<file path="src/rtl/fetch_unit.sv">
// Instruction-fetch stage: owns the PC, addresses the combinational imem and
// loads the IF/ID register. Every output is a register; priority is reset > redirect > halt > stall.
module fetch_unit #(
  parameter int                     PC_WIDTH    = 8,
  parameter int                     INSTR_WIDTH = 16,
  parameter logic [PC_WIDTH-1:0]    RESET_PC    = '0
) (
  input  logic                   clk,
  input  logic                   reset,
  output logic [PC_WIDTH-1:0]    pc_output,
  input  logic [INSTR_WIDTH-1:0] instruction_input,
  input  logic                   stall,
  input  logic                   redirect_valid,
  input  logic [PC_WIDTH-1:0]    redirect_target,
  input  logic                   halt_request,
  output logic [INSTR_WIDTH-1:0] if_id_instruction,
  output logic [PC_WIDTH-1:0]    if_id_pc,
  output logic [PC_WIDTH-1:0]    if_id_pc_plus1,
  output logic                   if_id_valid,
  output logic [15:0]            fetch_count,
  output logic [15:0]            bubble_count
);

  typedef enum logic [1:0] {BOOT, RUN, HALT} state_t;

  state_t                 state_q, state_d;
  logic [PC_WIDTH-1:0]    pc_q, pc_d;
  logic [INSTR_WIDTH-1:0] instr_q, instr_d;
  logic [PC_WIDTH-1:0]    ipc_q, ipc_d;
  logic [PC_WIDTH-1:0]    ipc1_q, ipc1_d;
  logic                   vld_q, vld_d;
  logic [15:0]            fcnt_q, fcnt_d;
  logic [15:0]            bcnt_q, bcnt_d;
  logic                   load_bubble;
  logic                   load_fetch;

  always_comb begin
    state_d     = state_q;
    pc_d        = pc_q;
    instr_d     = instr_q;
    ipc_d       = ipc_q;
    ipc1_d      = ipc1_q;
    vld_d       = vld_q;
    fcnt_d      = fcnt_q;
    bcnt_d      = bcnt_q;
    load_bubble = 1'b0;
    load_fetch  = 1'b0;

    case (state_q)
      BOOT: begin
        load_bubble = 1'b1;
        state_d     = RUN;
        if (redirect_valid) pc_d = redirect_target;
      end
      RUN: begin
        if (redirect_valid) begin
          load_bubble = 1'b1;
          pc_d        = redirect_target;
        end else if (halt_request) begin
          load_bubble = 1'b1;
          state_d     = HALT;
        end else if (!stall) begin
          load_fetch = 1'b1;
        end
      end
      HALT: begin
        // Stall is irrelevant while halted; only a redirect restarts fetch.
        load_bubble = 1'b1;
        if (redirect_valid) begin
          pc_d    = redirect_target;
          state_d = RUN;
        end
      end
      default: begin
        state_d = BOOT;
      end
    endcase

    // A bubble keeps if_id_pc/if_id_pc_plus1 from the last real instruction.
    if (load_bubble) begin
      vld_d   = 1'b0;
      instr_d = '0;
      bcnt_d  = (bcnt_q == 16'hFFFF) ? bcnt_q : bcnt_q + 16'd1;
    end

    if (load_fetch) begin
      instr_d = instruction_input;
      ipc_d   = pc_q;
      ipc1_d  = pc_q + 1'b1;
      vld_d   = 1'b1;
      fcnt_d  = (fcnt_q == 16'hFFFF) ? fcnt_q : fcnt_q + 16'd1;
      pc_d    = pc_q + 1'b1;
    end
  end

  always_ff @(posedge clk) begin
    if (reset) begin
      state_q <= BOOT;
      pc_q    <= RESET_PC;
      instr_q <= '0;
      ipc_q   <= '0;
      ipc1_q  <= '0;
      vld_q   <= 1'b0;
      fcnt_q  <= '0;
      bcnt_q  <= '0;
    end else begin
      state_q <= state_d;
      pc_q    <= pc_d;
      instr_q <= instr_d;
      ipc_q   <= ipc_d;
      ipc1_q  <= ipc1_d;
      vld_q   <= vld_d;
      fcnt_q  <= fcnt_d;
      bcnt_q  <= bcnt_d;
    end
  end

  assign pc_output         = pc_q;
  assign if_id_instruction = instr_q;
  assign if_id_pc          = ipc_q;
  assign if_id_pc_plus1    = ipc1_q;
  assign if_id_valid       = vld_q;
  assign fetch_count       = fcnt_q;
  assign bubble_count      = bcnt_q;

endmodule

</file>
<file path="config.mk">
export PLATFORM = sky130hd
export DESIGN_NAME = fetch_unit
export DESIGN_NICKNAME = d
export VERILOG_FILES = /design/src/rtl/fetch_unit.sv
export SDC_FILE = /design/constraint.sdc
export NUM_CORES = 1
export LEC_CHECK = 0
export CAP_MARGIN = 20
export CORE_MARGIN = 2
export CORE_UTILIZATION = 35
export DETAILED_ROUTE_END_ITERATION = 6
export DONT_BUFFER_PORTS = 1
export PLACE_DENSITY_LB_ADDON = 0.08
export SLEW_MARGIN = 20
export SYNTH_ARGS = -nofsm -noshare
export SYNTH_HDL_FRONTEND = slang
export SYNTH_SLANG_ARGS = --single-unit
</file>
<file path="constraint.sdc">
create_clock -name clk -period 1.7 [get_ports clk]
set_input_delay 0.17 -clock clk [delete_from_list [all_inputs] [get_ports clk]]
set_output_delay 0.17 -clock clk [all_outputs]
set_load 0.05 [all_outputs]
</file>
# Word-level counts from Yosys, hierarchy flattened
# Cells that the tools add are included.
[classes] n_addsub=3 n_mul=0 div=0 n_lt_le_gt_ge=0 eq_ne=7 n_shift=0 muxes=18 n_bitwise=2 n_reduce_logical=10
[op_table] operator="$add 16x1->16 const B" n=2
[op_table] operator="$eq 16x16->1 const B" n=2
[op_table] operator="$mux 16" n=2
[op_table] operator="$mux 8" n=3
[op_table] operator="$add 8x1->8 const B" n=1
[op_table] operator="$mux 1" n=8
[op_table] operator="$mux 2" n=3
[op_table] operator="$ne 2x2->1 const B" n=3
[op_table] operator="$pmux 2 s3" n=1
[op_table] operator="$reduce_and 2->1" n=3
[op_table] operator="$reduce_bool 2->1" n=3
[op_table] operator="$reduce_and 3->1" n=1
[op_table] operator="$reduce_or 3->1" n=1
[op_table] operator="$eq 2x1->1 const B" n=1
[op_table] operator="$eq 2x2->1 const B" n=1
[op_table] operator="$logic_not 2->1" n=1
[op_table] operator="$not 1->1" n=2
[op_table] operator="$pmux 1 s2" n=1
[op_table] operator="$reduce_or 2->1" n=1
[word_totals] register_bits=75 latch_bits=0 ram_bits=0 rom_bits=0 inputBits=29 word_cells=48 memories=0

# Depth between registers and ports, before layout
[depth] ltp_word=6 ltp_mapped=7

# Worst setup path after synthesis
# Ideal clock, no wire load.
[synth_timing] path_kind="register -> register" startpoint="reg bcnt_q[0], in the netlist bubble_count[0]" endpoint="reg bcnt_q[10], in the netlist bubble_count[10]" setup_ns=0.091 t_arrival_ns=1.905 t_required_ns=1.609 setup_slack_ns=-0.296 stages_incl_launch_ff=7 path_buffers=0 period_less_slack_ns=1.996 path_cell_list="dfxtp_1 -> ha_1 -> and3_1 -> a21boi_1 -> and2_1 -> a31oi_1 -> a311oi_1"
[synth_via] elab_chain_cells=3 word_cells_on_any_way=4
[synth_rtl] element="start, declared" line="33" rtl="logic [15:0] bcnt_q, bcnt_d;"
[synth_rtl] element="start signal, assigned" line="114" rtl="bcnt_q <= bcnt_d;"
[synth_rtl] element="branches (longest 3 deep; another with $add 16x1->16)"
# Several ways; the timed one is not identified.
# A chain may end at the register's enable or synchronous reset.

# Worst setup path in the final report
[layout_timing] startpoint="reg fcnt_q[5], in the netlist fetch_count[5]" endpoint="reg fcnt_q[2], in the netlist fetch_count[2]"
[layout_via] elab_chain_cells=3
[layout_rtl] element="start, declared" line="32" rtl="logic [15:0] fcnt_q, fcnt_d;"
[layout_rtl] element="start signal, assigned" line="113" rtl="fcnt_q <= fcnt_d;"
[layout_rtl] element="$eq 16x16->1" line="91" rtl="fcnt_d = (fcnt_q == 16'hFFFF) ? fcnt_q : fcnt_q + 16'd1;"
[layout_rtl] element="$not 1->1 (no line)"
[layout_rtl] element="$reduce_and 2->1 (no line)"
# Every way passes these cells.

==> impl_metrics.json <==
{
  "initial_core_util_pct": 35.7,
  "whs_path_depth": 1,
  "cts_buffers": 9,
  "drtIter0Drc": 61,
  "comb_power_share_pct": 9.4,
  "synth.avg_cell_area_um2": 8.82,
  "crit_type": "flip-flop to flip-flop",
  "setup_viol": 0,
  "synth_area_um2": 3260,
  "die_h_um": 101,
  "htreeDepth": 3,
  "p_per_area_nw_per_um2": 857,
  "power.clock.fraction_pct": 39.6,
  "drc": 0,
  "cts_tree": "done",
  "crit_buf_inv": 0,
  "cap_violations": 0,
  "die-area_um2": 10100,
  "via_count": 2902,
  "synth-edff-count": 0,
  "firstDrtPassIters": 4,
  "cp.required_ns": 1.95,
  "cts_hold_buf": 3,
  "critPathTopFamily": "compound AO/OA/AOI/OAI gates",
  "p_seq_share_pct": 51.1,
  "worstSkewPairLatency_ns": 0.35,
  "p_total_mw": 3.60,
  "synth_warnings": 0,
  "max_freq_ghz": 0.640,
  "fp.dieW_um": 101,
  "nNetsFinal": 475,
  "grt_pass1_wl_um": 13700,
  "synthCells": 370,
  "final_cell_mix": "75 x buf_4, 59 x nor2_1, 47 x dfxtp_1",
  "rr_worst_depth": 4,
  "violations": "hold timing",
  "path_clk_slew_ns": 0.09,
  "avgViaCountPerCell": 5.19,
  "io_pins": 102,
  "place_hpwl_um": 5610,
  "antenna_cells": 0,
  "path_cells": "nand4_2 -> nor4_4 -> a41oi_2 -> a311oi_1",
  "async_flop_share_pct": 0,
  "stdcell_count": 559,
  "fp-row-count": 35,
  "slew_viol_final": 0,
  "grt_overflow": 0,
  "hold_class": "input port to flip-flop",
  "final_common_cell": "buf_4",
  "hold_violations": 73,
  "slew_headroom_pct": 56.9,
  "p_switching_mw": 0.964,
  "io_buffers": 0,
  "grt_pass1_vias": 2841,
  "ir_drop_v": 0.000413,
  "slowest_stage": "dfxtp_2",
  "syn_nets": 402,
  "finalSetupTns_ns": 0,
  "p_leak_nw": 1.64,
  "worstSetupPathDepth": 4,
  "grt_max_degree": 79,
  "synth_ff_type": "dfxtp_1",
  "cp_max_fo": 6,
  "place.gp.congestion": 0.781,
  "min_period_ns": 1.56,
  "switching_share_pct": 26.8,
  "fin_crit_sh_pct": 91.9,
  "area_growth_syn_to_layout_pct": 28.8,
  "ys_seq_elements": 75,
  "grt_setup_unrepaired": "yes",
  "clk_root_buffer_cell": "clkbuf_8",
  "drive_above_1_share_pct": 30.4,
  "wl_um": 8270,
  "tightestPinTransition_ns": 0.646,
  "yosysSeqAreaShare_pct": 46.0,
  "utilization_pct": 45.9,
  "ys_types": 46,
  "clock_path_buffers": 2,
  "wire_per_inst_um": 14.8,
  "dp.cells": 535,
  "outcome": "complete, but fails checks",
  "crit_path_start_kind": "flip-flop",
  "hold_ws_ns": -0.123,
  "antenna_found_initial": 0,
  "p_int_mw": 2.64,
  "arrival_ns": 1.81,
  "numClockSinks": 75,
  "cp-end-kind": "flip-flop",
  "clock_skew_ns": 0.0114,
  "ant_nets": 0,
  "grt.total_usage_pct": 16.8,
  "core_um2": 9150,
  "critPathMaxStageDelay_ns": 0.39
}
-- layout make-up --
class | instances | area [um^2]
multi-input combinational | 276 | 1700
sequential | 75 | 1540
inverter | 1 | 3.75
timing repair buffer | 80 | 618
fill | 916 | 4950
tap | 111 | 139
clock buffer | 11 | 141
clock inverter | 5 | 60.1
-- state kept, by name, indices dropped and copies added (netlist names) --
name,count
bubble_count,16
if_id_valid,1
if_id_instruction,16
if_id_pc_plus1,8
pc_output,8
fetch_count,16
if_id_pc,8
state_q,2
-- worst reg2reg max path: cells and delay by family, from the launching register on --
kind	cells	cell delay, ns
DFF	1	0.39
AOI/OAI and AO/OA	2	0.54
and+or+nand+nor	2	0.51
-- power by group through the flow --
stage                     logic [mW]  registers [mW]  clock network (mW)
after floorplan                0.144            1.99                   0
after global routing           0.368            1.85                1.55
after detailed placement       0.328            1.88                   0
after global placement         0.326            1.88                   0
after CTS                      0.336            1.84                1.46
final                          0.337            1.84                1.43
-- timing repair --
| action | 4_1_cts | 5_1_grt |
|---|---|---|
| gates resized for setup | 1 | 8 |
| endpoints found under the hold margin | 75 | 73 |
| pin swaps | 0 | 2 |
| setup endpoints to repair | 16 | 22 |
| buffers inserted | 0 | 5 |
| gates cloned | 0 | 0 |
-- path summary, 6_finish.rpt --
check | start | end | slack [ns]
hold / removal | reset | if_id_pc[4] | -0.12
setup / recovery | fetch_count[5] | fetch_count[2] | 0.14
setup reg to reg | fetch_count[5] | fetch_count[2] | 0.14
hold reg to reg | if_id_pc[5] | if_id_pc[5] | 0.45
-- per-stage QoR --
stage	instance area (um^2)	setup WS [ns]
after floorplan	3310	-0.0810
after global placement	3900	-0.0918
after detailed placement	3900	-0.133
after CTS	4140	0.00137
after global routing	4200	-0.0308
final	4200	0.139
-- Yosys cell counts, types with 2 or more instances --
master      n  area share (%)
dfxtp_1    75              46
nor2_1     60             6.9
nand2_1    34             3.9
a21oi_1    26             4.0
xor2_1     19             5.1
a22oi_1    16             3.7
nand3_1    11             1.7
clkbuf_1   10             1.2
nor3_1      9             1.4
a211oi_1    8             1.8
and3_1      8             1.5
nand4_1     8             1.5
xnor2_1     8             2.1
o21ai_0     7             1.1
and4_1      6             1.6
buf_2       6            0.92
a21o_1      5             1.2
o211ai_1    5             1.2
a311oi_1    4             1.1
nand2b_1    4            0.77
and2_1      3            0.58
ha_1        3             1.2
mux2i_1     3            0.92
nand3b_1    3            0.69
o2111ai_1   3            0.81
o32ai_1     3            0.81
nor4_1      2            0.38
o21ai_1     2            0.31
or3_1       2            0.38
-- routing by layer --
metal / global-route usage, % / wire length, um / up-vias
met2: 26.9 / 3730 / 69
met3: 5.06 / 514 / 15
met4: 7.27 / 169 / 0
li1: - / - / 1471
met5: 0 / 0 / -
met1: 21.1 / 3860 / 1347
-- cells by family after synthesis --
| family | share of synthesized area (%) |
|---|---|
| and+or+nand+nor | 24.3 |
| AOI/OAI and AO/OA | 17.3 |
| DFF | 46.0 |
| xor gates and xnor gates | 7.25 |
| buffers and inverters | 2.76 |
| muxes | 1.27 |
| adders and majority gates | 1.15 |
No activity file was read; power rests on OpenSTA's default activity.
